## src/rtl/qtree_run_sequencer.sv

```systemverilog
// Run-level sequencer: collects NUM_ARGS root pointers, fires Go plus every argument token once,
// then forwards the kernel result to the host. Optional WAIT watchdog: define QTREE_SEQ_TIMEOUT_EN.
module qtree_run_sequencer #(
  parameter int unsigned NUM_ARGS = 3,
  parameter int unsigned PTR_W    = 16,
  parameter int unsigned TMO_W    = 16
) (
  input  logic                      clk,
  input  logic                      reset,
  input  logic                      root_valid,
  input  logic [PTR_W-1:0]          root_data,
  output logic                      root_ready,
  output logic                      go_d,
  input  logic                      go_r,
  output logic [NUM_ARGS*PTR_W-1:0] arg_d,
  input  logic [NUM_ARGS-1:0]       arg_r,
  input  logic [PTR_W-1:0]          res_d,
  output logic                      res_r,
  output logic                      out_valid,
  output logic [PTR_W-1:0]          out_data,
  input  logic                      out_ready,
  output logic                      busy,
  output logic [7:0]                run_count,
  output logic                      err
);

  localparam int unsigned IDX_W = (NUM_ARGS > 1) ? $clog2(NUM_ARGS) : 1;
  localparam logic [IDX_W-1:0] LAST_IDX = IDX_W'(NUM_ARGS - 1);

  if (NUM_ARGS < 1 || NUM_ARGS > 8 || PTR_W < 2 || TMO_W < 1) begin : g_param_chk
    $error("qtree_run_sequencer: illegal parameter set");
  end

  typedef enum logic [1:0] {S_LOAD, S_ISSUE, S_WAIT, S_DRAIN} state_t;

  state_t               state_q, state_nx;
  logic [IDX_W-1:0]     idx_q, idx_nx;
  logic [NUM_ARGS-1:0]  arg_vld_q, arg_vld_nx;
  logic [PTR_W-1:0]     slot_q [NUM_ARGS];
  logic                 load_en;
  logic                 root_ready_nx, go_nx, res_r_nx, out_valid_nx, busy_nx, err_nx;
  logic [PTR_W-1:0]     out_data_nx;
  logic [7:0]           run_count_nx;
`ifdef QTREE_SEQ_TIMEOUT_EN
  logic [TMO_W-1:0]     tmo_q, tmo_nx;
`endif

  // Argument tokens carry the stored root pointer with bit 0 replaced by the token valid.
  always_comb begin
    arg_d = '0;
    for (int i = 0; i < int'(NUM_ARGS); i++) begin
      arg_d[i*PTR_W +: PTR_W] = {slot_q[i][PTR_W-1:1], arg_vld_q[i]};
    end
  end

  // Next-state and registered-output decode.
  always_comb begin
    state_nx      = state_q;
    idx_nx        = idx_q;
    arg_vld_nx    = arg_vld_q;
    root_ready_nx = root_ready;
    go_nx         = go_d;
    res_r_nx      = res_r;
    out_valid_nx  = out_valid;
    out_data_nx   = out_data;
    run_count_nx  = run_count;
    err_nx        = 1'b0;
    load_en       = 1'b0;
`ifdef QTREE_SEQ_TIMEOUT_EN
    tmo_nx        = (state_q == S_WAIT) ? tmo_q + TMO_W'(1) : '0;
`endif
    unique case (state_q)
      S_LOAD: begin
        root_ready_nx = 1'b1;
        if (root_valid && root_ready) begin
          load_en = 1'b1;
          if (idx_q == LAST_IDX) begin
            root_ready_nx = 1'b0;
            idx_nx        = '0;
            go_nx         = 1'b1;
            arg_vld_nx    = '1;
            state_nx      = S_ISSUE;
          end else begin
            idx_nx = idx_q + IDX_W'(1);
          end
        end
      end
      S_ISSUE: begin
        if (go_d && go_r) go_nx = 1'b0;
        arg_vld_nx = arg_vld_q & ~arg_r;
        if (!go_nx && arg_vld_nx == '0) begin
          res_r_nx = 1'b1;
          state_nx = S_WAIT;
        end
      end
      S_WAIT: begin
        if (res_r && res_d[0]) begin
          out_data_nx  = res_d;
          out_valid_nx = 1'b1;
          res_r_nx     = 1'b0;
          state_nx     = S_DRAIN;
        end
`ifdef QTREE_SEQ_TIMEOUT_EN
        else if (tmo_nx == '1) begin
          err_nx        = 1'b1;
          out_data_nx   = '0;
          out_valid_nx  = 1'b0;
          res_r_nx      = 1'b0;
          idx_nx        = '0;
          root_ready_nx = 1'b1;
          state_nx      = S_LOAD;
        end
`endif
      end
      S_DRAIN: begin
        if (out_ready) begin
          run_count_nx  = run_count + 8'd1;
          out_valid_nx  = 1'b0;
          idx_nx        = '0;
          root_ready_nx = 1'b1;
          state_nx      = S_LOAD;
        end
      end
    endcase
    busy_nx = (state_nx != S_LOAD);
  end

  always_ff @(posedge clk or posedge reset) begin
    if (reset) begin
      state_q    <= S_LOAD;
      idx_q      <= '0;
      arg_vld_q  <= '0;
      root_ready <= 1'b0;
      go_d       <= 1'b0;
      res_r      <= 1'b0;
      out_valid  <= 1'b0;
      out_data   <= '0;
      run_count  <= 8'd0;
      busy       <= 1'b0;
      err        <= 1'b0;
    end else begin
      state_q    <= state_nx;
      idx_q      <= idx_nx;
      arg_vld_q  <= arg_vld_nx;
      root_ready <= root_ready_nx;
      go_d       <= go_nx;
      res_r      <= res_r_nx;
      out_valid  <= out_valid_nx;
      out_data   <= out_data_nx;
      run_count  <= run_count_nx;
      busy       <= busy_nx;
      err        <= err_nx;
    end
  end

  // Root pointer capture slots, one per kernel argument.
  always_ff @(posedge clk or posedge reset) begin
    if (reset) begin
      for (int i = 0; i < int'(NUM_ARGS); i++) slot_q[i] <= '0;
    end else if (load_en) begin
      slot_q[idx_q] <= root_data;
    end
  end

`ifdef QTREE_SEQ_TIMEOUT_EN
  always_ff @(posedge clk or posedge reset) begin
    if (reset) tmo_q <= '0;
    else       tmo_q <= tmo_nx;
  end
`endif

endmodule

```

## config.mk

```make
export PLATFORM = sky130hd
export DESIGN_NAME = qtree_run_sequencer
export DESIGN_NICKNAME = d
export VERILOG_FILES = /design/src/rtl/qtree_run_sequencer.sv
export SDC_FILE = /design/constraint.sdc
export NUM_CORES = 1
export LEC_CHECK = 0
export ABC_AREA = 1
export CORE_MARGIN = 2
export CORE_UTILIZATION = 45
export DETAILED_ROUTE_END_ITERATION = 10
export PLACE_DENSITY = 0.83
export SLEW_MARGIN = 20
export SYNTH_ARGS = -nofsm -noshare
export SYNTH_HDL_FRONTEND = slang
export SYNTH_SLANG_ARGS = --single-unit
```

## constraint.sdc

```tcl
create_clock -name clk -period 2.9 [get_ports clk]
set_input_delay 0.58 -clock clk [delete_from_list [all_inputs] [get_ports clk]]
set_output_delay 0.58 -clock clk [all_outputs]
set_load 0.05 [all_outputs]
```

[Word-level counts from Yosys, hierarchy flattened]
Index checks and enable logic that the tools add are counted.
Cells by class
  add/subtract/negate cells: 2
  order comparisons: 2
  equal/unequal tests: 9
  mux-type cells: 33
  bitwise operators: 3
  reductions and logical operators: 20
Operators with widths (count)
  bitwise mux 48 bit: 1
  demux 16 bit (select 2 bit): 1
  2-to-1 mux 16 bit: 1
  2-to-1 mux 2 bit: 8
  2-to-1 mux 1 bit: 13
  AND reduction 3 bit: 4
  inequality test 2 bit (second input constant): 5
  nonzero test 2 bit: 5
  adder 8 x 1 -> 8 bit (second input constant): 1
  case mux 1 bit (2 select lines): 4
  case mux 2 bit (4 select lines): 1
  == test 2 bit (second input constant): 3
  2-to-1 mux 3 bit: 2
  case mux 3 bit (2 select lines): 1
  AND reduction 2 bit: 3
  logical AND 1 bit: 5
  case mux 2 bit (2 select lines): 1
  bitwise AND 3 bit: 1
  >= comparator 3 bit (second input constant): 1
  zero test 3 bit: 1
  < comparator 3 x 1 -> 1 bit (second input constant): 1
  inverter 2 -> 3 bit: 1
  inverter 3 bit: 1
  adder 2 x 1 -> 2 bit (second input constant): 1
  other kinds (3): 3
Word-level totals
  bits in registers: 84
  input port bits: 40
  output and inout port bits: 78
  word-level logic and storage cells: 82

[Logic depth before layout (Yosys ltp)]
  depth after elaboration: 8
  gate-level depth with buffers: 7
  mapped depth without buffers: 7

[Worst setup path after synthesis]
No wires, ideal clock.
  path kind: reg-to-reg
  start: register root_ready
  end: register slot_q, in the netlist arg_d[38]
  setup time: 120 ps
  arrival: 1401 ps
  required time: 2780 ps
  setup slack: 1379 ps
  cell stages (with the launch flop): 7
  path buffers: 1
  clock period less this slack: 1521 ps
  path through: dfrtp_1 -> nand2_2 -> nor2_2 -> nand3_2 -> buf_6 -> nand2_1 -> o21ai_2
On the way
  word-level cells in the longest chain between the ends: 3
Ends and longest elaborated chain
  start, declared: line 12  | output logic root_ready,
  start signal, assigned: line 145  | root_ready <= root_ready_nx;
  logical AND 1 bit: line 75  | if (root_valid && root_ready) begin
  2-to-1 mux 1 bit: line 75
  2-to-1 mux 1 bit: line 72  | unique case (state_q)
  end signal, assigned by index: line 161  | slot_q[idx_q] <= root_data;
  end, declared: line 39  | logic [PTR_W-1:0] slot_q [NUM_ARGS];
Every way passes these cells.
A chain may end at the register's enable or synchronous reset.

[Final worst setup path]
  start: register run_count[2]
  end: output run_count[2]
RTL lines
  start, declared: line 23  | output logic [7:0] run_count,
  start signal, assigned: line 150  | run_count <= run_count_nx;
No word-level cell between the ends.

==> metrics.md <==
| Metric | Value |
|---|---|
| Status | `completed` |
| Hold Path Class | `flop to flop` |
| Crit Path Category | `flop to primary output` |
| GRT overflow | `0` |
| Remaining antenna violation count after routing | `0` |
| Critical path required time | `approximately 2.3 ns` |
| Yosys reg bits | `just over 80` |
| Uppermost routed layer | `met4` |
| WL/cell | `~13 µm` |
| Full die area | `about 0.0083 mm²` |
| Number of flops mapped to enable cells by yosys | `0` |
| Number of port buffers | `about 120` |
| DR WL met2 | `around 3600 µm` |
| YS warnings | `0` |
| Avg Vias per Cell | `between 4 and 5` |
| VDD IR max | `634.5 µV` |
| Layout Area Growth over Synthesis | `41.48%` |
| Minimum clock period | `around 2.2 ns` |
| Place WS | `roughly 0.75 ns` |
| Initial core utilization | `between 40% and 50%` |
| Final Util | `65.84%` |
| Worst skew pair latency | `0.35 ns` |
| CP Max Fanout | `6` |
| Site row count | `31` |
| Max-slew violations | `0` |
| Mapped cell area | `0.003393 mm²` |
| Slowest-stage cell, CP | `clkdlybuf4s50_1` |
| # fillers | `around 630` |
| Iteration-0 DRC count of the detailed router | `about 100` |
| # IOs | `118` |
| Critical Path, Cell by Cell | `clkdlybuf4s50_1` |
| Arr. time, crit path | `1.65 ns` |
| Top cells by area, synth | `dfrtp_1, nand2_1, o21ai_2` |
| Antenna violations before repair | `0` |
| Post-CTS resize count | `0` |
| Routed met1 length | `3282 µm` |
| Least-Margin Pin Slew | `between 0.6 and 0.7 ns` |
| Gate Count Post-Synth | `~360` |
| Most common cell in the synthesized netlist | `nand2_1` |
| CP delay by family, top | `buffers and inverters` |
| CP max stage delay | `about 0.85 ns` |
| Max frequency | `approximately 450 MHz` |
| Crit start category | `flop` |
| WP buf/inv | `1` |
| Via Count | `about 2800` |
| Power Density | `roughly 1300 mW/mm²` |
| Top cells by count, synth | `nand2_1, dfrtp_1, inv_1, o21ai_2, o21ai_1` |
| Final Routed Wirelength | `roughly 7500 µm` |
| DRC Markers | `0` |
| Num CTS Buffers | `9` |
| Vias in the first global route | `2777` |
| Die Ht | `just over 90 µm` |
| Synth cell types | `25` |
| Layout cell share with drive strength beyond 1 | `12.92%` |
| Seq/Total Area, Yosys | `59.73%` |
| Top cell type's share of synthesized area | `roughly 60%` |
| Setup TNS | `0 ns` |
| CTS tree | `yes` |
| H-Tree Depth | `3` |
| Yosys top cell by area | `dfrtp_1` |
| Fin nets | `~520` |
| Max cap viols | `0` |
| Total track usage | `19.09%` |
| Post-CTS Setup Inserts | `0` |
| Drt first pass iters | `4` |
| Tcrit/Tclk final | `76.83%` |
| Max Buffers Root-to-Sink | `2` |
| DP Wirelength | `about 5500 µm` |
| Clock Pin Slew Worst Setup and Hold Paths | `around 0.090 ns` |
| Post-CTS Hold Fix Bufs | `0` |
| CTS root buffer | `clkbuf_8` |
| Clock skew | `0.01679 ns` |
| Hold WS | `0.4839 ns` |
| # setup viols final | `0` |
| Post-route setup slack | `between 0.6 and 0.7 ns` |
| Routed length on met3 | `about 510 µm` |
| Die width | `slightly above 90 µm` |
| CORE AREA | `0.007292 mm²` |
| First-pass GRT wire length | `between 10000 and 15000 µm` |
| CP Capture Type | `primary output` |
| TritonCTS Sinks | `81` |
| Post-synth top flop | `dfrtp_1` |
| Unrepaired setup endpoints after global routing | `false` |
| # diodes | `0` |
| Max transition margin | `55.10%` |
| LEAKAGE | `roughly 2.3 nW` |
| Syn nets | `approximately 400` |
| Final GP Congestion | `between 0.8 and 0.9` |
| Syn avg cell area | `around 9.5 µm²` |
| Largest net degree at the start of global routing | `45` |
| Hold Fails Final Rpt | `0` |
| Synth async-reset ratio | `100.0%` |
metrics by stage:
step,cells,area [µm²],power (mW)
floorplan,356,3393,4.370
global route,579,4801,6.662
CTS,579,4801,6.377
finish,579,4801,6.313
global placement,563,4594,5.428
detailed placement,563,4594,5.507
power by group:
group / leakage [nW] / internal, mW / total (mW) / switching, mW
clock network: 0.0988 / 0.413 / 0.849 / 0.436
registers: 1.01 / 1.61 / 1.90 / 0.292
logic: 1.16 / 1.14 / 3.56 / 2.42
worst paths after layout:
| path | startpoint | to | slack (ns) | depth (start not counted) |
|---|---|---|---|---|
| hold / removal | out_data[2] | out_data[2] | 0.48 | 2 |
| setup reg to reg | state_q[0] | state_q[0] | 1.29 | 5 |
| hold reg to reg | out_data[2] | out_data[2] | 0.48 | 2 |
| min in group asynchronous | reset | out_data[8] | 0.63 | 2 |
| max in group asynchronous | reset | arg_d[1] | 1.60 | 3 |
| setup / recovery | run_count[2] | run_count[2] | 0.67 | 1 |
registers in the layout, indices dropped and copies added, names as in the netlist:
register / cells
out_data: 16
root_ready: 1
busy: 1
res_r: 1
run_count: 8
state_q: 2
idx_q: 2
go_d: 1
out_valid: 1
arg_d: 45
arg_vld_q: 3
worst reg2reg max path, stage by stage (launching register included):
cell	delay (ns)
dfrtp_1	0.43
inv_2	0.12
nand4_2	0.40
inv_2	0.42
nor2_1	0.08
nand3_1	0.09
cell usage in the layout, fill, tap and decap left out, types with 2 or more instances in the layout:
cell / n
buf_4: 4
clkbuf_8: 9
clkdlybuf4s50_1: 115
clkinvlp_4: 2
dfrtp_1: 81
inv_1: 29
inv_2: 4
inv_6: 3
nand2_1: 142
nand3_1: 9
nand3_2: 3
nor2_1: 10
nor2_4: 2
o21ai_0: 7
o21ai_1: 19
o21ai_2: 26
metal layers:
layer | track usage (%) | vias up
li1 | - | 1357
met1 | 24.77 | 1307
met2 | 30.85 | 102
met3 | 4.674 | 10
met4 | 7.828 | 0
met5 | 0 | -
layout make-up:
type	instances	area [µm²]	area share [%]
Tap cell	99	123.9	2.580
Timing Repair Buffer	120	1201	25.02
Sequential cell	81	2027	42.22
Multi-Input combinational cell	229	1114	23.20
Clock inverter	7	82.58	1.720
Clock buffer	9	123.9	2.580
Inverter	34	128.9	2.684
cell families after synthesis:
kind of cell	count (synthesis)	synth area share [%]
simple gates	172	21.13
flops	81	59.73
compound gates	53	10.69
buf+inv	46	7.448
xor+xnor	2	0.5163
fa+ha+maj	1	0.3687
other cells	1	0.1105
Note: power is estimated with default switching activity, not from simulation.
